===== config.mk =====
export PLATFORM = sky130hd
export DESIGN_NAME = reg_read_stage_flat
export DESIGN_NICKNAME = d
export VERILOG_FILES = /design/src/rtl/reg_read_stage_if.sv /design/src/rtl/reg_read_stage.sv /design/src/flat_wrapper.sv
export SDC_FILE = /design/constraint.sdc
export NUM_CORES = 2
export LEC_CHECK = 0
export BUFFER_PORTS_ARGS = -buffer_cell sky130_fd_sc_hd__buf_2
export CORE_MARGIN = 2
export CORE_UTILIZATION = 40
export DETAILED_ROUTE_END_ITERATION = 6
export MAX_ROUTING_LAYER = met4
export SYNTH_ARGS = -nofsm -noshare
export SYNTH_HDL_FRONTEND = slang
export SYNTH_SLANG_ARGS = --single-unit

===== constraint.sdc =====
create_clock -name clk -period 2.5 [get_ports clk]
set_input_delay 0 -clock clk [delete_from_list [all_inputs] [get_ports clk]]
set_output_delay 0 -clock clk [all_outputs]
set_load 0.02 [all_outputs]

===== src/rtl/reg_read_stage_if.sv =====
// Operand-read stage bus: decode request, execute slot, write-back port and flush.
// slave  = the reg_read_stage side, master = the surrounding pipeline side.
interface reg_read_stage_if #(
    parameter int unsigned XLEN  = 32,
    parameter int unsigned NREGS = 32
);
    localparam int unsigned AW = $clog2(NREGS);

    // Decode side
    logic            id_valid;
    logic            id_ready;
    logic [AW-1:0]   id_rs1;
    logic [AW-1:0]   id_rs2;
    logic            id_rs1_used;
    logic            id_rs2_used;
    logic [AW-1:0]   id_rd;
    logic            id_rd_we;

    // Execute slot
    logic            ex_valid;
    logic            ex_ready;
    logic [XLEN-1:0] ex_rs1_data;
    logic [XLEN-1:0] ex_rs2_data;
    logic [AW-1:0]   ex_rd;
    logic            ex_rd_we;

    // Write-back port and pipeline kill
    logic            wb_we;
    logic [AW-1:0]   wb_rd;
    logic [XLEN-1:0] wb_data;
    logic            flush;

    modport slave (
        input  id_valid, id_rs1, id_rs2, id_rs1_used, id_rs2_used, id_rd, id_rd_we,
        output id_ready,
        output ex_valid, ex_rs1_data, ex_rs2_data, ex_rd, ex_rd_we,
        input  ex_ready,
        input  wb_we, wb_rd, wb_data, flush
    );

    modport master (
        output id_valid, id_rs1, id_rs2, id_rs1_used, id_rs2_used, id_rd, id_rd_we,
        input  id_ready,
        input  ex_valid, ex_rs1_data, ex_rs2_data, ex_rd, ex_rd_we,
        output ex_ready,
        output wb_we, wb_rd, wb_data, flush
    );
endinterface


===== src/rtl/reg_read_stage.sv =====
// Register file + operand-read stage with a per-register busy scoreboard and a
// one-entry registered output slot towards execute.
// Optional feature macro: REGFILE_BYPASS_EN -- forwards same-cycle write-back data
// into the slot so a source hazard resolves in the write-back cycle itself.
module reg_read_stage #(
    parameter int unsigned XLEN  = 32,
    parameter int unsigned NREGS = 32
) (
    input  logic                    clk,
    input  logic                    rst,   // asynchronous, active low
    reg_read_stage_if.slave         bus
);
    localparam int unsigned AW = $clog2(NREGS);

    logic [XLEN-1:0]  regs_q [NREGS];
    logic [NREGS-1:0] busy_q, busy_d;

    logic            ex_valid_q;
    logic [XLEN-1:0] ex_rs1_q, ex_rs2_q;
    logic [AW-1:0]   ex_rd_q;
    logic            ex_rd_we_q;

    logic            byp1, byp2;
    logic            haz1, haz2, waw;
    logic            ready, accept;
    logic            wb_write;
    logic [XLEN-1:0] op1, op2;

    assign wb_write = bus.wb_we && (bus.wb_rd != '0);

`ifdef REGFILE_BYPASS_EN
    assign byp1 = bus.wb_we && (bus.wb_rd == bus.id_rs1);
    assign byp2 = bus.wb_we && (bus.wb_rd == bus.id_rs2);
`else
    assign byp1 = 1'b0;
    assign byp2 = 1'b0;
`endif

    // Hazard detection and handshake; a same-cycle write-back of rd clears WAW
    // in either build because the array write lands before the new set.
    always_comb begin
        haz1   = bus.id_rs1_used && (bus.id_rs1 != '0) && busy_q[bus.id_rs1] && !byp1;
        haz2   = bus.id_rs2_used && (bus.id_rs2 != '0) && busy_q[bus.id_rs2] && !byp2;
        waw    = bus.id_rd_we && (bus.id_rd != '0) && busy_q[bus.id_rd] &&
                 !(bus.wb_we && (bus.wb_rd == bus.id_rd));
        ready  = !bus.flush && !haz1 && !haz2 && !waw && (!ex_valid_q || bus.ex_ready);
        accept = bus.id_valid && ready;
    end

    // Operand selection: x0 is hardwired, bypass beats the array.
    always_comb begin
        op1 = regs_q[bus.id_rs1];
        op2 = regs_q[bus.id_rs2];
        if (byp1) op1 = bus.wb_data;
        if (byp2) op2 = bus.wb_data;
        if (bus.id_rs1 == '0) op1 = '0;
        if (bus.id_rs2 == '0) op2 = '0;
    end

    // Scoreboard next state: clears first, so an accept's set wins over them.
    always_comb begin
        busy_d = busy_q;
        if (bus.flush && ex_valid_q && ex_rd_we_q && (ex_rd_q != '0)) begin
            busy_d[ex_rd_q] = 1'b0;
        end
        if (wb_write) begin
            busy_d[bus.wb_rd] = 1'b0;
        end
        if (accept && bus.id_rd_we && (bus.id_rd != '0)) begin
            busy_d[bus.id_rd] = 1'b1;
        end
        busy_d[0] = 1'b0;
    end

    // Scoreboard register.
    always_ff @(posedge clk or negedge rst) begin
        if (!rst) begin
            busy_q <= '0;
        end else begin
            busy_q <= busy_d;
        end
    end

    // Architectural register array; x0 is never written.
    always_ff @(posedge clk or negedge rst) begin
        if (!rst) begin
            for (int i = 0; i < NREGS; i++) begin
                regs_q[i] <= '0;
            end
        end else if (wb_write) begin
            regs_q[bus.wb_rd] <= bus.wb_data;
        end
    end

    // Output slot: flush kills, accept loads, consume empties, otherwise frozen.
    always_ff @(posedge clk or negedge rst) begin
        if (!rst) begin
            ex_valid_q <= 1'b0;
            ex_rs1_q   <= '0;
            ex_rs2_q   <= '0;
            ex_rd_q    <= '0;
            ex_rd_we_q <= 1'b0;
        end else if (bus.flush) begin
            ex_valid_q <= 1'b0;
        end else if (accept) begin
            ex_valid_q <= 1'b1;
            ex_rs1_q   <= op1;
            ex_rs2_q   <= op2;
            ex_rd_q    <= bus.id_rd;
            ex_rd_we_q <= bus.id_rd_we;
        end else if (bus.ex_ready) begin
            ex_valid_q <= 1'b0;
        end
    end

    assign bus.id_ready    = ready;
    assign bus.ex_valid    = ex_valid_q;
    assign bus.ex_rs1_data = ex_rs1_q;
    assign bus.ex_rs2_data = ex_rs2_q;
    assign bus.ex_rd       = ex_rd_q;
    assign bus.ex_rd_we    = ex_rd_we_q;

endmodule


===== src/flat_wrapper.sv =====
// flat-port wrapper written by rule: the top's interface ports become plain ports
module reg_read_stage_flat 
#(
    parameter int unsigned XLEN  = 32,
    parameter int unsigned NREGS = 32
)
  (clk, rst, bus_id_valid, bus_id_rs1, bus_id_rs2, bus_id_rs1_used, bus_id_rs2_used, bus_id_rd, bus_id_rd_we, bus_id_ready, bus_ex_valid, bus_ex_rs1_data, bus_ex_rs2_data, bus_ex_rd, bus_ex_rd_we, bus_ex_ready, bus_wb_we, bus_wb_rd, bus_wb_data, bus_flush);
  reg_read_stage_if #(.XLEN(XLEN), .NREGS(NREGS)) bus_i ();
  input  logic clk;
  input  logic rst;
  input wire logic [$bits(bus_i.id_valid)-1:0] bus_id_valid;
  input wire logic [$bits(bus_i.id_rs1)-1:0] bus_id_rs1;
  input wire logic [$bits(bus_i.id_rs2)-1:0] bus_id_rs2;
  input wire logic [$bits(bus_i.id_rs1_used)-1:0] bus_id_rs1_used;
  input wire logic [$bits(bus_i.id_rs2_used)-1:0] bus_id_rs2_used;
  input wire logic [$bits(bus_i.id_rd)-1:0] bus_id_rd;
  input wire logic [$bits(bus_i.id_rd_we)-1:0] bus_id_rd_we;
  output wire logic [$bits(bus_i.id_ready)-1:0] bus_id_ready;
  output wire logic [$bits(bus_i.ex_valid)-1:0] bus_ex_valid;
  output wire logic [$bits(bus_i.ex_rs1_data)-1:0] bus_ex_rs1_data;
  output wire logic [$bits(bus_i.ex_rs2_data)-1:0] bus_ex_rs2_data;
  output wire logic [$bits(bus_i.ex_rd)-1:0] bus_ex_rd;
  output wire logic [$bits(bus_i.ex_rd_we)-1:0] bus_ex_rd_we;
  input wire logic [$bits(bus_i.ex_ready)-1:0] bus_ex_ready;
  input wire logic [$bits(bus_i.wb_we)-1:0] bus_wb_we;
  input wire logic [$bits(bus_i.wb_rd)-1:0] bus_wb_rd;
  input wire logic [$bits(bus_i.wb_data)-1:0] bus_wb_data;
  input wire logic [$bits(bus_i.flush)-1:0] bus_flush;
  assign bus_i.id_valid = bus_id_valid;
  assign bus_i.id_rs1 = bus_id_rs1;
  assign bus_i.id_rs2 = bus_id_rs2;
  assign bus_i.id_rs1_used = bus_id_rs1_used;
  assign bus_i.id_rs2_used = bus_id_rs2_used;
  assign bus_i.id_rd = bus_id_rd;
  assign bus_i.id_rd_we = bus_id_rd_we;
  assign bus_id_ready = bus_i.id_ready;
  assign bus_ex_valid = bus_i.ex_valid;
  assign bus_ex_rs1_data = bus_i.ex_rs1_data;
  assign bus_ex_rs2_data = bus_i.ex_rs2_data;
  assign bus_ex_rd = bus_i.ex_rd;
  assign bus_ex_rd_we = bus_i.ex_rd_we;
  assign bus_i.ex_ready = bus_ex_ready;
  assign bus_i.wb_we = bus_wb_we;
  assign bus_i.wb_rd = bus_wb_rd;
  assign bus_i.wb_data = bus_wb_data;
  assign bus_i.flush = bus_flush;
  reg_read_stage #(.XLEN(XLEN), .NREGS(NREGS)) u_core (.clk(clk), .rst(rst), .bus(bus_i));
endmodule

==> flow_summary_export.csv <==
group,metric,value,unit
run_status,violations,"setup timing",
timing,fin_crit,2900,ps
clocking,root_buffer,"clkbuf_16",
yosys,synth_largest_type_area_fraction,47.5,%
routing,wl_per_cell,30.7,µm
global_routing,grt.total_usage,24.9,%
final_layout,layout.nets,3943,
clocking,path_clk_slew,60,ps
yosys,synthCells,3738,
critical_path,criticalPathCategory,"flop to flop",
yosys,synth_area,59300,µm²
yosys,synth-edff-count,0,
timing,tightest_slew,1050,ps
yosys,yosys-top-cells-area,"dfrtp_1 48%, mux4_2 24%, mux2_2 21%, clkbuf_1 1.9%, mux2_4 1.2%",
yosys,yosysSeqAreaShare,47.5,%
place,io_buffers,132,
clocking,clock-sinks,1126,
timing,fin_crit_sh,116,%
critical_path,cp_data_required_time,3140,ps
place,dp_hpwl,105000,µm
routing,ant_nets,0,
power,p_clk_share,34.1,%
critical_path,cp_max_fo,11,
global_routing,antenna_found_initial,6,
floorplan,die-height,389,µm
timing,final-setup-viol-count,103,
routing,viasPerCell,6.17,
yosys,synth_ff_type,"dfrtp_1",
global_routing,grt_pass1_wl,268000,µm
yosys,synth-seq-cells,1126,
routing,via_count,36400,
clocking,clockBufferDepth,3,
clocking,cts_tree,"built",
power,p_int,40.7,mW
yosys,yosys_warnings,0,
floorplan,die_w,389,µm
hold_path,hold_class,"primary input to flop",
yosys,synth_commonest_cells,"1,126 x dfrtp_1, 1,081 x mux2_2, 622 x mux4_2",
routing,wirelength,182000,µm
clocking,worst_skew_pair.late_latency,760,ps
timing,hold_viol,0,
final_layout,fill_cells,12700,
critical_path,startpoint,"u_core.busy_q[7]",
place,place_congestion,0.875,
critical_path,reg2reg_from,"u_core.busy_q[7]",
critical_path,cp-start-kind,"flop",
yosys,async_flop_share,100,%
routing,drt_iter0_drc,3028,
power,pwr-share-seq,43.8,%
power,combPwrFrac,22.2,%
timing,relSlewSlack,29.6,%
job,cap_violations,0,
yosys,synth_top_area_cell,"dfrtp_1",
timing,timing.final.ws_setup,-395,ps
timing,rsz0062_at_grt,"yes",
hold_path,hold_path_depth,3,
final_layout,syn_to_final_growth,17.1,%
clocking,cts_buffers,130,
critical_path,timing.rr.end,"u_core.bus.ex_rs1_data[22]",
yosys,synth.distinct_cells,44,
critical_path,critical_path_arrival,3540,ps
yosys,syn-num-nets,3799,
power,power_density,804,nW/µm²
floorplan,start_util,40.2,%
power,p_sw,15.1,mW
power,switching_share,27.1,%
routing,firstDrtPassIters,5,
yosys,synth.most_common_cell,"dfrtp_1",
floorplan,rows,141,
timing,fmax,345,MHz
power,power,55.8,mW
routing,drc,0,
critical_path,endpoint_kind,"flop",
yosys,syn_avg_cell_area,15.9,µm²
global_routing,grt-ovfl-total,0,
floorplan,io_pins,133,
global_routing,grt_max_degree,101,
final_layout,drive_above_1_share,60.6,%
critical_path,ff2ff_path_depth,9,
hold_path,hold_start,"bus_flush",
hold_path,min_to,"u_core.bus.ex_valid",
timing,fin_worst_skew,28.7,ps
run_status,status,"complete, but fails checks",
critical_path,r2r_slack,-400,ps
floorplan,die_area,151000,µm²
clocking,htreeDepth,4,
power,p_leak,29.7,nW
timing,final_max_slew_viol_count,0,
global_routing,grt_pass1_vias,37800,
timing,tns,-31120,ps
floorplan,core_area,147000,µm²
power,vdd_drop_max,678,µV
-- logic make-up after synthesis --
logic type,synth area share (%)
mux,45.7
simple gates,2.12
compound gates,1.64
xor+xnor,0.0738
flops,47.5
buf+inv,2.96
-- through the flow --
step / setup slack [ps] / instance area (µm²) / hold slack, ps / cells / util (%)
floorplan: -137 / 59300 / -296 / 3738 / -
global placement: -249 / 64100 / -0.0251 / 5613 / 43.4
detailed placement: -278 / 64100 / 4.33 / 5613 / 43.4
CTS: -395 / 69000 / 5.92 / 5897 / 46.8
global route: -455 / 69400 / 20.0 / 5906 / 47.1
finish: -395 / 69400 / 40.4 / 5906 / 47.1
-- worst max-delay path: stages (launching register included) --
cell and delay (ps):
dfrtp_1 400, mux4_2 510, mux4_2 460, o21a_1 230
a211oi_4 280, buf_6 170, nand2_8 100, buf_12 170
buf_16 170, mux2_4 300
-- worst max-delay path by stage --
stage	endpoint	cells after the start	slack (ps)
2_1_floorplan	u_core.bus.ex_rs1_data[18]	8	-140
3_3_place_gp	u_core.bus.ex_rs2_data[19]	7	-250
3_5_place_dp	u_core.bus.ex_rs2_data[17]	8	-280
4_1_cts	bus_id_ready	6	-390
5_1_grt	bus_id_ready	6	-460
6_report	u_core.bus.ex_rs1_data[22]	9	-400
-- metal layers --
layer  vias up  GRT usage (%)  share of wire, %
li1      14800              -                 -
met1     20000           33.1                42
met2      1290           38.7                48
met3       355           3.89               5.8
met4         0           9.20               3.8
met5         -              -                 0
-- power by group through the flow --
stage	clock [mW]	sequential, mW	combinational [mW]
after floorplan	0	24.3	8.61
after global placement	0	24.4	12.0
after detailed placement	0	24.6	12.1
after CTS	19.4	24.3	12.3
after global routing	20.2	24.9	13.2
final	19.0	24.4	12.4
-- cell type report --
type                            count  area (µm²)  area share (%)
Timing Repair Buffer              442        4650            6.69
Inverter                            4        15.0          0.0216
Tap cell                         1930        2410            3.48
Multi-Input combinational cell   2178       30000            43.2
Clock inverter                     26         320           0.461
Sequential cell                  1126       28200            40.6
Antenna cell                        1        2.50         0.00360
Clock buffer                      199        3880            5.58
-- sequential cells by signal, summed over array words and instances, names as in the netlist --
register	cells
u_core.busy_q	31
u_core.bus.ex_rd_we	1
u_core.bus.ex_rs2_data	32
u_core.bus.ex_rs1_data	32
u_core.regs_q	1024
u_core.bus.ex_rd	5
u_core.bus.ex_valid	1
-- layout by cell type, fill, tap and decap left out, types with 5 or more instances in the layout --
cell type,Yosys,routed
o31ai_4,0,19
nor3_1,38,35
nand3_1,8,8
clkbuf_8,0,30
nor2_4,0,11
mux2_4,47,47
nand2_4,0,12
buf_16,0,6
clkinv_2,0,11
o211ai_1,14,14
buf_6,6,9
clkbuf_1,306,36
dfrtp_1,1126,1126
o21ai_0,13,12
nor2_1,23,12
mux4_2,622,622
nand2_1,92,79
o31ai_2,0,12
dlygate4sd3_1,0,52
buf_2,60,122
nand3b_1,5,5
bufinv_16,0,6
buf_12,0,102
nor2b_1,49,49
buf_8,0,5
buf_4,1,144
a21oi_1,33,33
mux2_2,1081,1081
mux2i_1,22,22
o22ai_1,38,38
clkbuf_16,0,135
nand2b_1,15,14
o221ai_1,9,8
-- timing repair --
action	4_1_cts	5_1_grt
hold endpoints to repair	2106	0
buffers inserted	3	6
setup endpoints to repair	102	103
hold buffers	53	0
gates cloned	3	3
pin swaps	2	18
gates resized for setup	8	67
Note: power is estimated with default switching activity, not from simulation.
